--- config.mk ---
export PLATFORM = sky130hd
export DESIGN_NAME = aes_selftest_seq
export DESIGN_NICKNAME = d
export VERILOG_FILES = /design/src/rtl/aes_selftest_seq.sv
export SDC_FILE = /design/constraint.sdc
export NUM_CORES = 1
export LEC_CHECK = 0
export BUFFER_PORTS_ARGS = -buffer_cell sky130_fd_sc_hd__clkbuf_2
export CORE_AREA = 2 2 264 266
export CTS_CLUSTER_SIZE = 40
export DETAILED_ROUTE_END_ITERATION = 8
export DIE_AREA = 0 0 266 268
export GPL_TIMING_DRIVEN = 1
export HOLD_SLACK_MARGIN = 0.12
export PLACE_DENSITY_LB_ADDON = 0.2
export SETUP_SLACK_MARGIN = 0.3
export SKIP_LAST_GASP = 1
export SYNTH_ARGS = -nofsm -noshare
export SYNTH_HDL_FRONTEND = slang
export SYNTH_SLANG_ARGS = --single-unit
export TNS_END_PERCENT = 30
--- constraint.sdc ---
create_clock -name clk -period 6.25 [get_ports clk]
set_input_delay 1.25 -clock clk [delete_from_list [all_inputs] [get_ports clk]]
set_output_delay 1.25 -clock clk [all_outputs]
set_load 0.01 [all_outputs]
--- src/rtl/aes_selftest_seq.sv ---
// Built-in self-test sequencer: walks NUM_VECTORS key/plaintext pairs through the AES core,
// checks each round trip and accumulates an error count and a rotate-XOR ciphertext signature.
module aes_selftest_seq #(
    parameter int unsigned  NUM_VECTORS    = 4,
    parameter int unsigned  TIMEOUT_CYCLES = 1024,
    parameter logic [127:0] BASE_KEY       = 128'h100F0E0D0C0B0A090807060504030201,
    parameter logic [127:0] BASE_PT        = 128'h00FFFEFDFCFBFAF9F8F7F6F5F4F3F2F1,
    parameter bit           LOOP           = 1'b0
) (
    input  logic         clk,
    input  logic         rst,
    input  logic         start,
    output logic [127:0] core_key,
    output logic [127:0] core_plain,
    output logic         core_start,
    input  logic         core_done,
    input  logic [127:0] core_cipher,
    input  logic [127:0] core_decrypted,
    output logic         busy,
    output logic         pass,
    output logic         fail,
    output logic [7:0]   vec_idx,
    output logic [15:0]  err_count,
    output logic [127:0] signature,
    output logic         timeout_err,
    output logic [2:0]   fsm_state
);

    // Core handshake: core_start is a one-cycle request issued from ISSUE; the core answers
    // with a core_done pulse carrying core_cipher/core_decrypted, which is only honoured in WAIT.
    typedef enum logic [2:0] {
        S_IDLE  = 3'd0,
        S_LOAD  = 3'd1,
        S_ISSUE = 3'd2,
        S_WAIT  = 3'd3,
        S_CHECK = 3'd4,
        S_DONE  = 3'd5
    } state_t;

    localparam int unsigned TW       = (TIMEOUT_CYCLES > 1) ? $clog2(TIMEOUT_CYCLES) : 1;
    localparam logic [TW-1:0] TMO_LAST = TW'(TIMEOUT_CYCLES - 1);
    localparam logic [7:0]  LAST_IDX = 8'(NUM_VECTORS - 1);

    state_t         state;
    logic [TW-1:0]  tmo_cnt;
    logic [127:0]   cipher_q;
    logic [127:0]   dec_q;
    logic           timed_out;
    logic           vec_failed;
    logic [15:0]    err_next;

    assign fsm_state = state;

    always_comb begin
        vec_failed = timed_out || (dec_q != core_plain) || (cipher_q == core_plain);
        err_next   = err_count;
        if (vec_failed && (err_count != 16'hFFFF)) begin
            err_next = err_count + 16'd1;
        end
    end

    always_ff @(posedge clk) begin
        if (rst) begin
            state       <= S_IDLE;
            core_key    <= '0;
            core_plain  <= '0;
            core_start  <= 1'b0;
            busy        <= 1'b0;
            pass        <= 1'b0;
            fail        <= 1'b0;
            vec_idx     <= '0;
            err_count   <= '0;
            signature   <= '0;
            timeout_err <= 1'b0;
            tmo_cnt     <= '0;
            cipher_q    <= '0;
            dec_q       <= '0;
            timed_out   <= 1'b0;
        end else begin
            core_start <= 1'b0;
            case (state)
                S_IDLE, S_DONE: begin
                    // A LOOP restart keeps err_count/timeout_err; only an explicit start clears them.
                    if (start || ((state == S_DONE) && LOOP)) begin
                        vec_idx   <= '0;
                        signature <= '0;
                        busy      <= 1'b1;
                        pass      <= 1'b0;
                        fail      <= 1'b0;
                        state     <= S_LOAD;
                        if (start) begin
                            err_count   <= '0;
                            timeout_err <= 1'b0;
                        end
                    end
                end
                S_LOAD: begin
                    core_key   <= BASE_KEY + {120'b0, vec_idx};
                    core_plain <= BASE_PT ^ {120'b0, vec_idx};
                    core_start <= 1'b1;
                    state      <= S_ISSUE;
                end
                S_ISSUE: begin
                    tmo_cnt   <= '0;
                    timed_out <= 1'b0;
                    state     <= S_WAIT;
                end
                S_WAIT: begin
                    if (core_done) begin
                        cipher_q <= core_cipher;
                        dec_q    <= core_decrypted;
                        state    <= S_CHECK;
                    end else if (tmo_cnt == TMO_LAST) begin
                        // A timed-out vector contributes zero to the signature.
                        cipher_q    <= '0;
                        timed_out   <= 1'b1;
                        timeout_err <= 1'b1;
                        state       <= S_CHECK;
                    end else begin
                        tmo_cnt <= tmo_cnt + TW'(1);
                    end
                end
                S_CHECK: begin
                    err_count <= err_next;
                    signature <= {signature[126:0], signature[127]} ^ cipher_q;
                    if (vec_idx == LAST_IDX) begin
                        busy  <= 1'b0;
                        pass  <= (err_next == 16'd0);
                        fail  <= (err_next != 16'd0);
                        state <= S_DONE;
                    end else begin
                        vec_idx <= vec_idx + 8'd1;
                        state   <= S_LOAD;
                    end
                end
                default: state <= S_IDLE;
            endcase
        end
    end

endmodule

== Word-level counts from Yosys, hierarchy flattened ==
Index checks and enable logic that the tools add are counted.
Word-level totals
  register bits after elaboration: 650
  bits in latches: 0
  bits in writable memories: 0
  memory bits (read-only): 0
  input port bits: 260
  output and inout port bits: 416
  memories: 0
Operators by class
  add/sub/neg operators: 4
  $mul: 0
  div/mod/pow operators: 0
  magnitude comparators: 0
  equality and inequality tests: 17
  shift-type cells: 0
  muxes and demuxes: 31
  bitwise logic cells: 2
  reduce and logical (&&, ||, !) cells: 20
Operators with widths (number)
  128-bit 2-to-1 mux: 3
  128-bit case mux with 2 select lines: 1
  128-bit by 120-bit equality test with 1-bit output: 1
  128-bit by 120-bit != test with 1-bit output: 1
  128-bit bitwise XOR: 1
  125-bit by 8-bit adder with 126-bit output (first input constant): 1
  5-bit inverter with 92-bit output: 1
  16-bit 2-to-1 mux: 2
  16-bit case mux with 2 select lines: 1
  10-bit 2-to-1 mux: 2
  10-bit case mux with 2 select lines: 1
  16-bit by 1-bit adder with 16-bit output (second input constant): 1
  16-bit zero test: 1
  8-bit 2-to-1 mux: 2
  16-bit != test (second input constant): 1
  8-bit case mux with 2 select lines: 1
  16-bit nonzero test: 1
  3-bit case mux with 5 select lines: 1
  3-bit 2-to-1 mux: 4
  2-bit != test (second input constant): 6
  3-bit AND reduction: 4
  10-bit by 1-bit adder with 10-bit output (second input constant): 1
  10-bit equality test (second input constant): 1
  1-bit case mux with 2 select lines: 5
  14 further kinds: 30

== Depth between registers and ports, before layout ==
Gate-level depths: netlist of run 1.
  depth after elaboration: 8
  gate-level depth with buffers: 13
  depth with buffers taken out: 10

== Least setup slack after synthesis of run 1 ==
Ideal clock, no wire load.
  kind: flip-flop to flip-flop
  start point: register core_plain[118]
  end point: register fail
  arrival time: 4.917 ns
  data required time: 6.119 ns
  setup slack: 1.202 ns
  cell stages (with the launch flop): 14
  buffers on the path: 3
  clock period less this slack: 5.048 ns
  path through: dfxtp_1 buf_6 clkbuf_1 buf_2 nand2_1 nor4_1 nand4_1 o41ai_1 nand4_1 a21oi_2 nand4_2 mux2i_1 a2111oi_2 nor3_1
On the way
  word-level cells in the longest chain between the ends: 8
Ends and longest elaborated chain
  from (decl): RTL line 14  | output logic [127:0] core_plain,
  from (signal assigned): RTL line 99  | core_plain <= BASE_PT ^ {120'b0, vec_idx};
  128-bit by 120-bit != test with 1-bit output: RTL line 55  | vec_failed = timed_out || (dec_q != core_plain) || (cipher_q == core_plain);
  1-bit logical OR: RTL line 55
  1-bit logical OR (*): RTL line 55
  1-bit logical AND (*): RTL line 57  | if (vec_failed && (err_count != 16'hFFFF)) begin
  16-bit 2-to-1 mux (*): RTL line 57
  16-bit nonzero test (*): RTL line 129  | fail <= (err_next != 16'd0);
  1-bit 2-to-1 mux (*): RTL line 126  | if (vec_idx == LAST_IDX) begin
  1-bit case mux with 2 select lines (*): RTL line 81  | case (state)
  to (signal assigned): RTL line 129
  to (decl): RTL line 21  | output logic fail,
Every way passes the cells marked *; elsewhere a longest branch is shown, timed or not. The select of a mux whose other input is x is not followed.
A chain may end at the register's enable or synchronous reset.

== Final worst setup path of run 1 ==
  start point: register cipher_q[57]
  end point: register fail
On the way
  word-level cells in the longest chain between the ends: 7
Ends and longest elaborated chain
  from (decl): RTL line 46  | logic [127:0] cipher_q;
  from (signal assigned): RTL line 110  | cipher_q <= core_cipher;
  128-bit by 120-bit equality test with 1-bit output: RTL line 55
  1-bit logical OR: RTL line 55
  1-bit logical AND: RTL line 57
  16-bit 2-to-1 mux: RTL line 57
  16-bit nonzero test: RTL line 129
  1-bit 2-to-1 mux: RTL line 126
  1-bit case mux with 2 select lines: RTL line 81
Every way passes these cells. The select of a mux whose other input is x is not followed.

==> results of run 1 <==
sequential cells by signal, indices dropped and copies added (netlist names):
| name | flops |
|---|---|
| busy | 1 |
| vec_idx | 8 |
| timed_out | 1 |
| core_plain | 9 |
| signature | 128 |
| fail | 1 |
| err_count | 16 |
| dec_q | 128 |
| timeout_err | 1 |
| tmo_cnt | 10 |
| core_key | 8 |
| cipher_q | 128 |
| pass | 1 |
| core_start | 1 |
| fsm_state | 3 |
synth_stat cells, types with 3 or more instances:
cell type	number
dfxtp_1	444
a22oi_1	258
nor2_1	338
a311oi_1	9
o21ai_0	18
ha_1	3
nand3_1	22
nand3b_1	3
xor2_1	137
buf_4	239
nand2b_1	4
or4_1	10
nand2_1	304
a21o_1	5
or3_1	4
nor4_1	52
nand4_1	51
inv_1	4
mux2i_1	4
a21oi_1	162
xnor2_1	26
and2_1	6
buf_1	14
clkbuf_1	141
and3_1	21
nor3_1	31
a211oi_1	15
a31oi_1	20
nor2b_1	3
worst min path at each step:
stage | cells after the start | from | to
6_report | 2 | dec_q[122] | dec_q[122]
5_1_grt | 2 | dec_q[72] | dec_q[72]
4_1_cts | 2 | dec_q[40] | dec_q[40]
3_5_place_dp | 2 | dec_q[40] | dec_q[40]
3_3_place_gp | 2 | dec_q[18] | dec_q[18]
2_1_floorplan | 2 | dec_q[104] | dec_q[104]
logic make-up after synthesis:
family | count (synthesis) | share of synthesized area [%]
other cells | 1 | 0.0189
mux | 4 | 0.201
xor+xnor | 163 | 7.18
simple gates | 857 | 18.8
buf+inv | 401 | 12.1
compound gates | 501 | 16.7
flops | 444 | 44.7
fa+ha+maj | 4 | 0.239
worst reg2reg max path, stage by stage (launching register included):
cell and delay (ps):
dfxtp_1 330, nor4_1 620, nand4_1 170, or4_1 490, nor4_1 290, nand4_1 460, a21oi_2 910, nand4_2 250
mux2i_1 190, a2111oi_2 450, nor3_1 90
layer usage:
layer  GRT usage (%)  wire length, µm  share of wire (%)  up-vias
li1                -                -                  -     8578
met1            22.0            28300                 40     8477
met2            31.9            33900                 48      652
met3            6.01             5950                8.4      144
met4            5.98             2090                3.0       30
met5               0              203               0.29        -
per-stage QoR:
stage	hold WS, ps	cells	utilization (%)	setup WS (ps)	instance area [µm²]
final	456	3650	34.8	1850	23800
after global routing	472	3646	34.8	1710	23800
after CTS	456	3645	34.8	1830	23700
after detailed placement	449	3548	32.2	1840	22000
after global placement	445	3548	32.2	1900	22000
after floorplan	436	2494	-	1200	20300
power breakdown:
part	leakage [µW]	switching (µW)	internal (µW)
clock network	0.000857	1260	1810
logic	0.00595	437	230
registers	0.00358	57.4	2870
final cells by class:
class,count,area (µm²)
sequential,444,8890
tap,882,1100
clock buffer,89,1670
antenna,5,12.5
clock inverter,8,75.1
multi-input combinational,1649,9050
fill,7164,44500
inverter,4,15.0
timing repair buffer,569,2940
==> flow_summary.toml, run 1 <==
[sta]
setup_viol = 0
tns_ps = 0
clock_skew_ps = 28.5
grt_setup_unrepaired = "no"
min_period_over_period_pct = 70.3
relSlewSlack_pct = 30.6
post-route-min-period_ps = 4400
hold_violations = 0
tightest_slew_ps = 1040
slew_violations = 0
max_freq_mhz = 228

[critical_path]
reg2regPathDepth = 10
crit_slowest_cell = "a21oi_2"
critPathArrivalTime_ps = 4850
crit_path_max_fanout = 19
path_class = "flop to flop"
cp.buffers_inverters = 0
cp.depth = 10
regToRegSetupSlack_ps = 1850
crit_path_start_kind = "flop"
path_cells = "nor4_1, nand4_1, or4_1, nor4_1, nand4_1, a21oi_2, nand4_2, mux2i_1, a2111oi_2, nor3_1"
worstReg2RegEnd = "fail"
cp.required_ps = 6700
rr_startpoint = "cipher_q[57]"
end_kind = "flop"
slowest_delay_ps = 900
crit_path_end = "fail"
critPathLaunch = "cipher_q[57]"
crit_family = "simple AND/OR/NAND/NOR gates"

[clocking]
htreeDepth = 2
cts_hold_buf = 0
cts_sinks = 444
post_cts_buffers = 0
ctsResizeCount = 0
clock_path_buffers = 3
root_buffer = "clkbuf_16"
cts_tree = "yes"
cts_buffers = 53
clk_pin_slew_ps = 60
clkLatencyLatePin_ps = 610

[synth]
synth_top_area_share_pct = 44.7
yosys_warnings = 0
synthesis.area_um2 = 19900
ys_types = 52
ys_ff_latch = 444
yosys-top-cells-area = "dfxtp_1, a22oi_1, buf_4, nor2_1, xor2_1"
ys.flop_type = "dfxtp_1"
synth_seq_area_share_pct = 44.7
synth_top_area_cell = "dfxtp_1"
avgSynthCellArea_um2 = 8.37
synth-async-reset-ratio_pct = 0
synthCells = 2375
synth_edf_count = 0

[run]
drv_cap = 0

[min_path]
hold_path_class = "flop to flop"

[global_route]
antenna_found_initial = 17
grt_pass1_wl_um = 103000
track_usage_pct = 18.6
grt_start_max_net_pins = 142
first_global_vias = 16834
grt.overflow.total = 0

[die]
die_height_um = 268
row_count = 96
die_x_um = 266
core_area_um2 = 68200
initial_core_util_pct = 29.1
num_io_pins = 676
fp.dieArea_um2 = 71300

[placement]
io_buffers = 555
hpwl_um = 50000
gp_congestion = 0.855

[routing]
via_count = 17881
first_iter_violations = 1179
drt-wirelength-per-cell_um = 19.3
wl_um = 70400
routed_via_density = 4.90
postRouteAntennaNets = 0
drc = 0
drt_pass1_iterations = 5

[layout]
final_cell_mix = "clkbuf_2, dfxtp_1, nor2_1"
nets = 2984
drive_above_1_share_pct = 24.1
syn_to_final_growth_pct = 19.6
layout.cells.most_common = "clkbuf_2"

[pwr]
ir_worst_vdd_mv = 0.195
p_leak_uw = 0.0104
p_per_area_nw_per_um2 = 281
finalPower_uw = 6670

[status]
status = "finished, final reports clean"
Power figures use the tool's default switching activity.
==> run 2, diff against run 1 <==
- clock period: 6.25 -> 4.3 ns (I/O delays scaled with it)
==> run 2 against run 1 <==
Setup slack worse by 1200 ps. Design area is 0.50% higher. Sequential power is 45% higher. Clock power is 42% higher. Routed wire length is 1.6% higher. Clock skew is 5.9 ps lower. Global-route usage is 0.32 points higher. First-iteration DRC count is 11% lower. Maximum frequency is 21% higher. Combinational power is 51% higher. Clock-buffer cell count is 17 lower. Critical path depth is 1 higher.
==> flow_summary.toml, run 2 (same netlist as run 1, synthesis figures left out) <==
[routing]
drc = 0
drt_pass1_iterations = 5
postRouteAntennaNets = 0
via_count = 17843
drt-wirelength-per-cell_um = 19.5
wl_um = 71500
first_iter_violations = 1053
routed_via_density = 4.87
top_layer_used = "met5"
wl_met2_um = 35200
wl_met3_um = 5470
wl_met1_um = 28800

[sta]
timing.hold.ws_ps = 452
tns_ps = 0
min_period_over_period_pct = 84.4
post-route-min-period_ps = 3630
relSlewSlack_pct = 41.3
slew_violations = 0
grt_setup_unrepaired = "no"
tightest_slew_ps = 881
hold_violations = 0
max_freq_mhz = 275
setup_viol = 0
clock_skew_ps = 22.6

[critical_path]
end_kind = "flop"
critPathArrivalTime_ps = 4070
regToRegSetupSlack_ps = 670
path_cells = "nor4_1, nand4_1, or4_1, nor4_1, nand4_1, buf_4, a21oi_2, nand4_2, mux2i_1, a2111oi_2, nor3_1"
crit_path_start_kind = "flop"
reg2regPathDepth = 11
rr_startpoint = "cipher_q[88]"
path_class = "flop to flop"
critPathLaunch = "cipher_q[88]"
crit_slowest_cell = "nor4_1"
crit_path_max_fanout = 7
slowest_delay_ps = 580
cp.required_ps = 4730
worstReg2RegEnd = "fail"

[min_path]
hp-start = "dec_q[89]"
hold_depth = 2
hold_path_class = "flop to flop"
holdPathEnd = "dec_q[89]"

[die]
num_io_pins = 676
row_count = 96
die_x_um = 266
fp.dieArea_um2 = 71300
core_area_um2 = 68200
initial_core_util_pct = 29.1
die_height_um = 268

[clocking]
clk_pin_slew_ps = 60
ctsResizeCount = 0
clkLatencyLatePin_ps = 600
cts_sinks = 444
cts_buffers = 52
post_cts_buffers = 0
root_buffer = "clkbuf_16"
cts_hold_buf = 0
cts_tree = "yes"
clock_path_buffers = 3
htreeDepth = 2

[run]
drv_cap = 0

[layout]
biggestRegsByFlops = "cipher_q (128), dec_q (128), signature (128)"
fill_cells = 7174
final_cell_mix = "clkbuf_2, dfxtp_1, nor2_1"
layout.cells.most_common = "clkbuf_2"
fin_cells = 3665
nets = 3003
multiInputGateArea_um2 = 9050
ff_latch_area_um2 = 8890
syn_to_final_growth_pct = 20.2
drive_above_1_share_pct = 24.8

[placement]
placed_cells = 3568
hpwl_um = 52000
io_buffers = 555
gp_congestion = 0.846

[global_route]
first_global_vias = 16870
grt.overflow.total = 0
grt_start_max_net_pins = 129
track_usage_pct = 18.9
grt_pass1_wl_um = 105000
antenna_found_initial = 16

[pwr]
ir_worst_vdd_mv = 0.274
p_leak_uw = 0.0105
p_per_area_nw_per_um2 = 402

[status]
status = "finished, final reports clean"
[run 2: cell count changes in the layout (fill, tap and decap cells not counted), moves of 4 or more]
| cell | delta |
|---|---|
| clkbuf_1 | -6 |
| buf_4 | +16 |
| buf_12 | +4 |
| clkinv_2 | +8 |
| clkbuf_8 | -10 |
[run 2: stage by stage]
step | power (µW) | utilization, % | setup WS [ps] | area (µm²)
after floorplan | 5110 | - | 698 | 20300
after global placement | 5360 | 32.5 | 524 | 22200
after detailed placement | 5370 | 32.5 | 562 | 22200
after CTS | 9750 | 35.0 | 523 | 23900
after global routing | 9980 | 35.0 | 433 | 23900
final | 9610 | 35.0 | 669 | 23900
[run 2: how the worst max path moves through the flow]
stage | to | slack (ps)
floorplan | fail | 700
global placement | fail | 520
detailed placement | fail | 560
CTS | fail | 520
global route | fail | 430
finish | fail | 670
[run 2: routing by layer]
layer	vias up	global-route usage (%)
li1	8614	-
met1	8526	22.3
met2	563	32.8
met3	118	5.76
met4	22	5.94
met5	-	0
[run 2: layout make-up]
type                    instances  share of cell area, %
diodes                          6                 0.0629
inverters                       4                 0.0629
repair buffers                589                   13.2
clock buffers                  72                   6.23
flip-flops and latches        444                   37.2
multi-input cells            1649                   37.9
well taps                     882                   4.62
clock inverters                19                  0.718
[run 2: report_power, final]
group          total, µW  switching, µW  internal (µW)  leakage [µW]
Combinational       1010            651            355       0.00607
Clock               4350           1820           2530      0.000819
Sequential          4260           79.6           4180       0.00358
Total               9610           2550           7060        0.0105
[run 2: worst max-delay path, delay by kind of cell (launching register included)]
kind / cells / cell delay, ps
muxes: 1 / 180
buffers and inverters: 1 / 230
AOI/OAI and AO/OA: 2 / 740
and+or+nand+nor: 7 / 1940
DFF: 1 / 370
==> run 3, diff against run 2 <==
- clock period: 4.3 -> 2.95 ns (I/O delays scaled with it)
==> run 3 against run 2 <==
Sequential share of layout area decreased by 2.0 points. Design area increased by 5.7%. The flow now finishes with violations (setup timing). Routed wire length increased by 0.22%. Clock skew increased by 28 ps. Critical path depth increased by 1. Setup slack got worse by 710 ps. Largest cell class unchanged. First-iteration DRC count decreased by 11%. Total power increased by 51%. Final cell count increased by 2.7%. Critical path type unchanged. Utilization increased by 2.0 points. Maximum frequency increased by 21%. Highest routed layer unchanged. Non-clock buffer count increased by 96.
==> flow_summary.toml, run 3 (same netlist as run 1, synthesis figures left out) <==
[pwr]
power.switching_uw = 3820
ir_worst_vdd_mv = 0.473
p_leak_uw = 0.0112
power_switching_share_pct = 26.3
finalPower_uw = 14500
seqPwrFrac_pct = 42.5
p_per_area_nw_per_um2 = 575
power_frac_comb_pct = 11.6
p_clk_share_pct = 45.8
internal_power_uw = 10700

[layout]
syn_to_final_growth_pct = 27.0
nets = 3099
design_area_um2 = 25200
layout.cells.most_common = "clkbuf_2"
fill_cells = 7069
drive_above_1_share_pct = 29.1
fin_cells = 3764
final_cell_mix = "clkbuf_2, dfxtp_1, nor2_1"
biggestRegsByFlops = "cipher_q (128), dec_q (128), signature (128)"

[clocking]
root_buffer = "clkbuf_16"
clk_pin_slew_ps = 60
cts_sinks = 444
clkLatencyLatePin_ps = 630
htreeDepth = 2
clock_path_buffers = 3
cts_tree = "yes"
cts_buffers = 52

[critical_path]
rr_startpoint = "cipher_q[82]"
path_class = "flop to flop"
regToRegSetupSlack_ps = -40
end_kind = "flop"
crit_path_start_kind = "flop"
cp.required_ps = 3410
crit_family = "simple AND/OR/NAND/NOR gates"
critPathArrivalTime_ps = 3450
cp.depth = 12
path_cells = "nor4_4, buf_4, nand4_1, or4_1, nor4_1, nand4_1, buf_6, a21oi_4, nand4_2, mux2i_1, a2111oi_4, nor3_1"
worstReg2RegEnd = "fail"
critPathLaunch = "cipher_q[82]"
crit_path_end = "fail"
crit_slowest_cell = "or4_1"
crit_top_cell = "nand4_1"
slowest_delay_ps = 490
reg2regPathDepth = 12
cp.buffers_inverters = 2
crit_path_max_fanout = 5

[die]
die_x_um = 266
row_count = 96
core_area_um2 = 68200
fp.dieArea_um2 = 71300
initial_core_util_pct = 29.1
num_io_pins = 676
die_height_um = 268

[global_route]
first_global_vias = 17265
grt.overflow.total = 0
antenna_found_initial = 19
grt_start_max_net_pins = 116
track_usage_pct = 19.0
grt_pass1_wl_um = 104000

[routing]
drc = 0
postRouteAntennaNets = 0
first_iter_violations = 937
via_count = 18291
routed_via_density = 4.86
drt-wirelength-per-cell_um = 19.0
drt_pass1_iterations = 5
wl_um = 71700

[sta]
post-route-min-period_ps = 2990
min_period_over_period_pct = 101
max_freq_mhz = 335
slew_violations = 0
clock_skew_ps = 50.7
tns_ps = -86.4
hold_violations = 0
tightest_slew_ps = 658
grt_setup_unrepaired = "yes"
timing.hold.ws_ps = 203
fin_ws_ps = -38.7
relSlewSlack_pct = 56.1
setup_viol = 4

[status]
violations = "setup timing"
status = "finished with violations"

[placement]
io_buffers = 555
hpwl_um = 53000
gp_congestion = 0.869
place_area_um2 = 23100
placed_cells = 3658

[min_path]
hold_path_class = "input port to flop"

[run]
drv_cap = 0
-- run 3: changes by cell type in the layout (fill, tap and decap cells not counted), sizes merged --
| cell | delta |
|---|---|
| clkbuf | +1 |
| buf | +96 |
| clkinvlp | -3 |
| clkinv | +2 |
| bufinv | +2 |
| inv | +1 |
-- run 3: area by class of cell --
class	count	area (µm²)	area share, %
Antenna cell	6	15.0	0.0595
Clock buffer	73	1520	6.03
Clock inverter	21	264	1.05
Multi-Input combinational cell	1649	9380	37.2
Tap cell	882	1100	4.37
Timing Repair Buffer	685	4040	16.0
Inverter	4	15.0	0.0595
Sequential cell	444	8890	35.3
-- run 3: how the worst min path moves through the flow --
stage | slack [ps] | cells after the start | end | startpoint
after floorplan | 440 | 2 | dec_q[104] | dec_q[104]
final | 200 | 3 | dec_q[61] | core_decrypted[61]
after detailed placement | 450 | 2 | dec_q[74] | dec_q[74]
after CTS | 160 | 3 | dec_q[61] | core_decrypted[61]
after global routing | 180 | 3 | dec_q[2] | core_decrypted[2]
after global placement | 440 | 2 | dec_q[40] | dec_q[40]
-- run 3: power groups by stage --
stage	Combinational [µW]	Clock, µW	Sequential, µW
detailed placement	1640	0	6300
global placement	1640	0	6300
CTS	1680	6860	6170
floorplan	1140	0	6330
finish	1690	6650	6170
global route	1840	7090	6180
-- run 3: worst register-to-register path: cells and delay by family (launching register included) --
kind                   cells  cell delay (ps)
AO/OA/AOI/OAI              2              540
AND/OR/NAND/NOR            7             1470
flip-flops                 1              330
buffers and inverters      2              310
multiplexers               1              180
-- run 3: repair_timing --
item	CTS	global route
gates resized for setup	32	30
endpoints found under the setup margin	133	136
buffers inserted	5	1
pin swaps	17	6
hold buffers	0	0
-- run 3: metrics by stage --
step,utilization (%),setup slack [ps]
after CTS,36.7,-81.6
after global placement,33.8,-422
after floorplan,-,-494
after detailed placement,33.8,-521
final,37.0,-38.7
after global routing,37.0,-174
-- run 3: metal layers --
| layer | up-vias | track usage [%] | wire length [µm] |
|---|---|---|---|
| li1 | 8816 | - | - |
| met1 | 8659 | 20.8 | 26900 |
| met2 | 634 | 32.9 | 35300 |
| met3 | 156 | 6.36 | 5910 |
| met4 | 26 | 9.61 | 3410 |
| met5 | - | 0 | 161 |
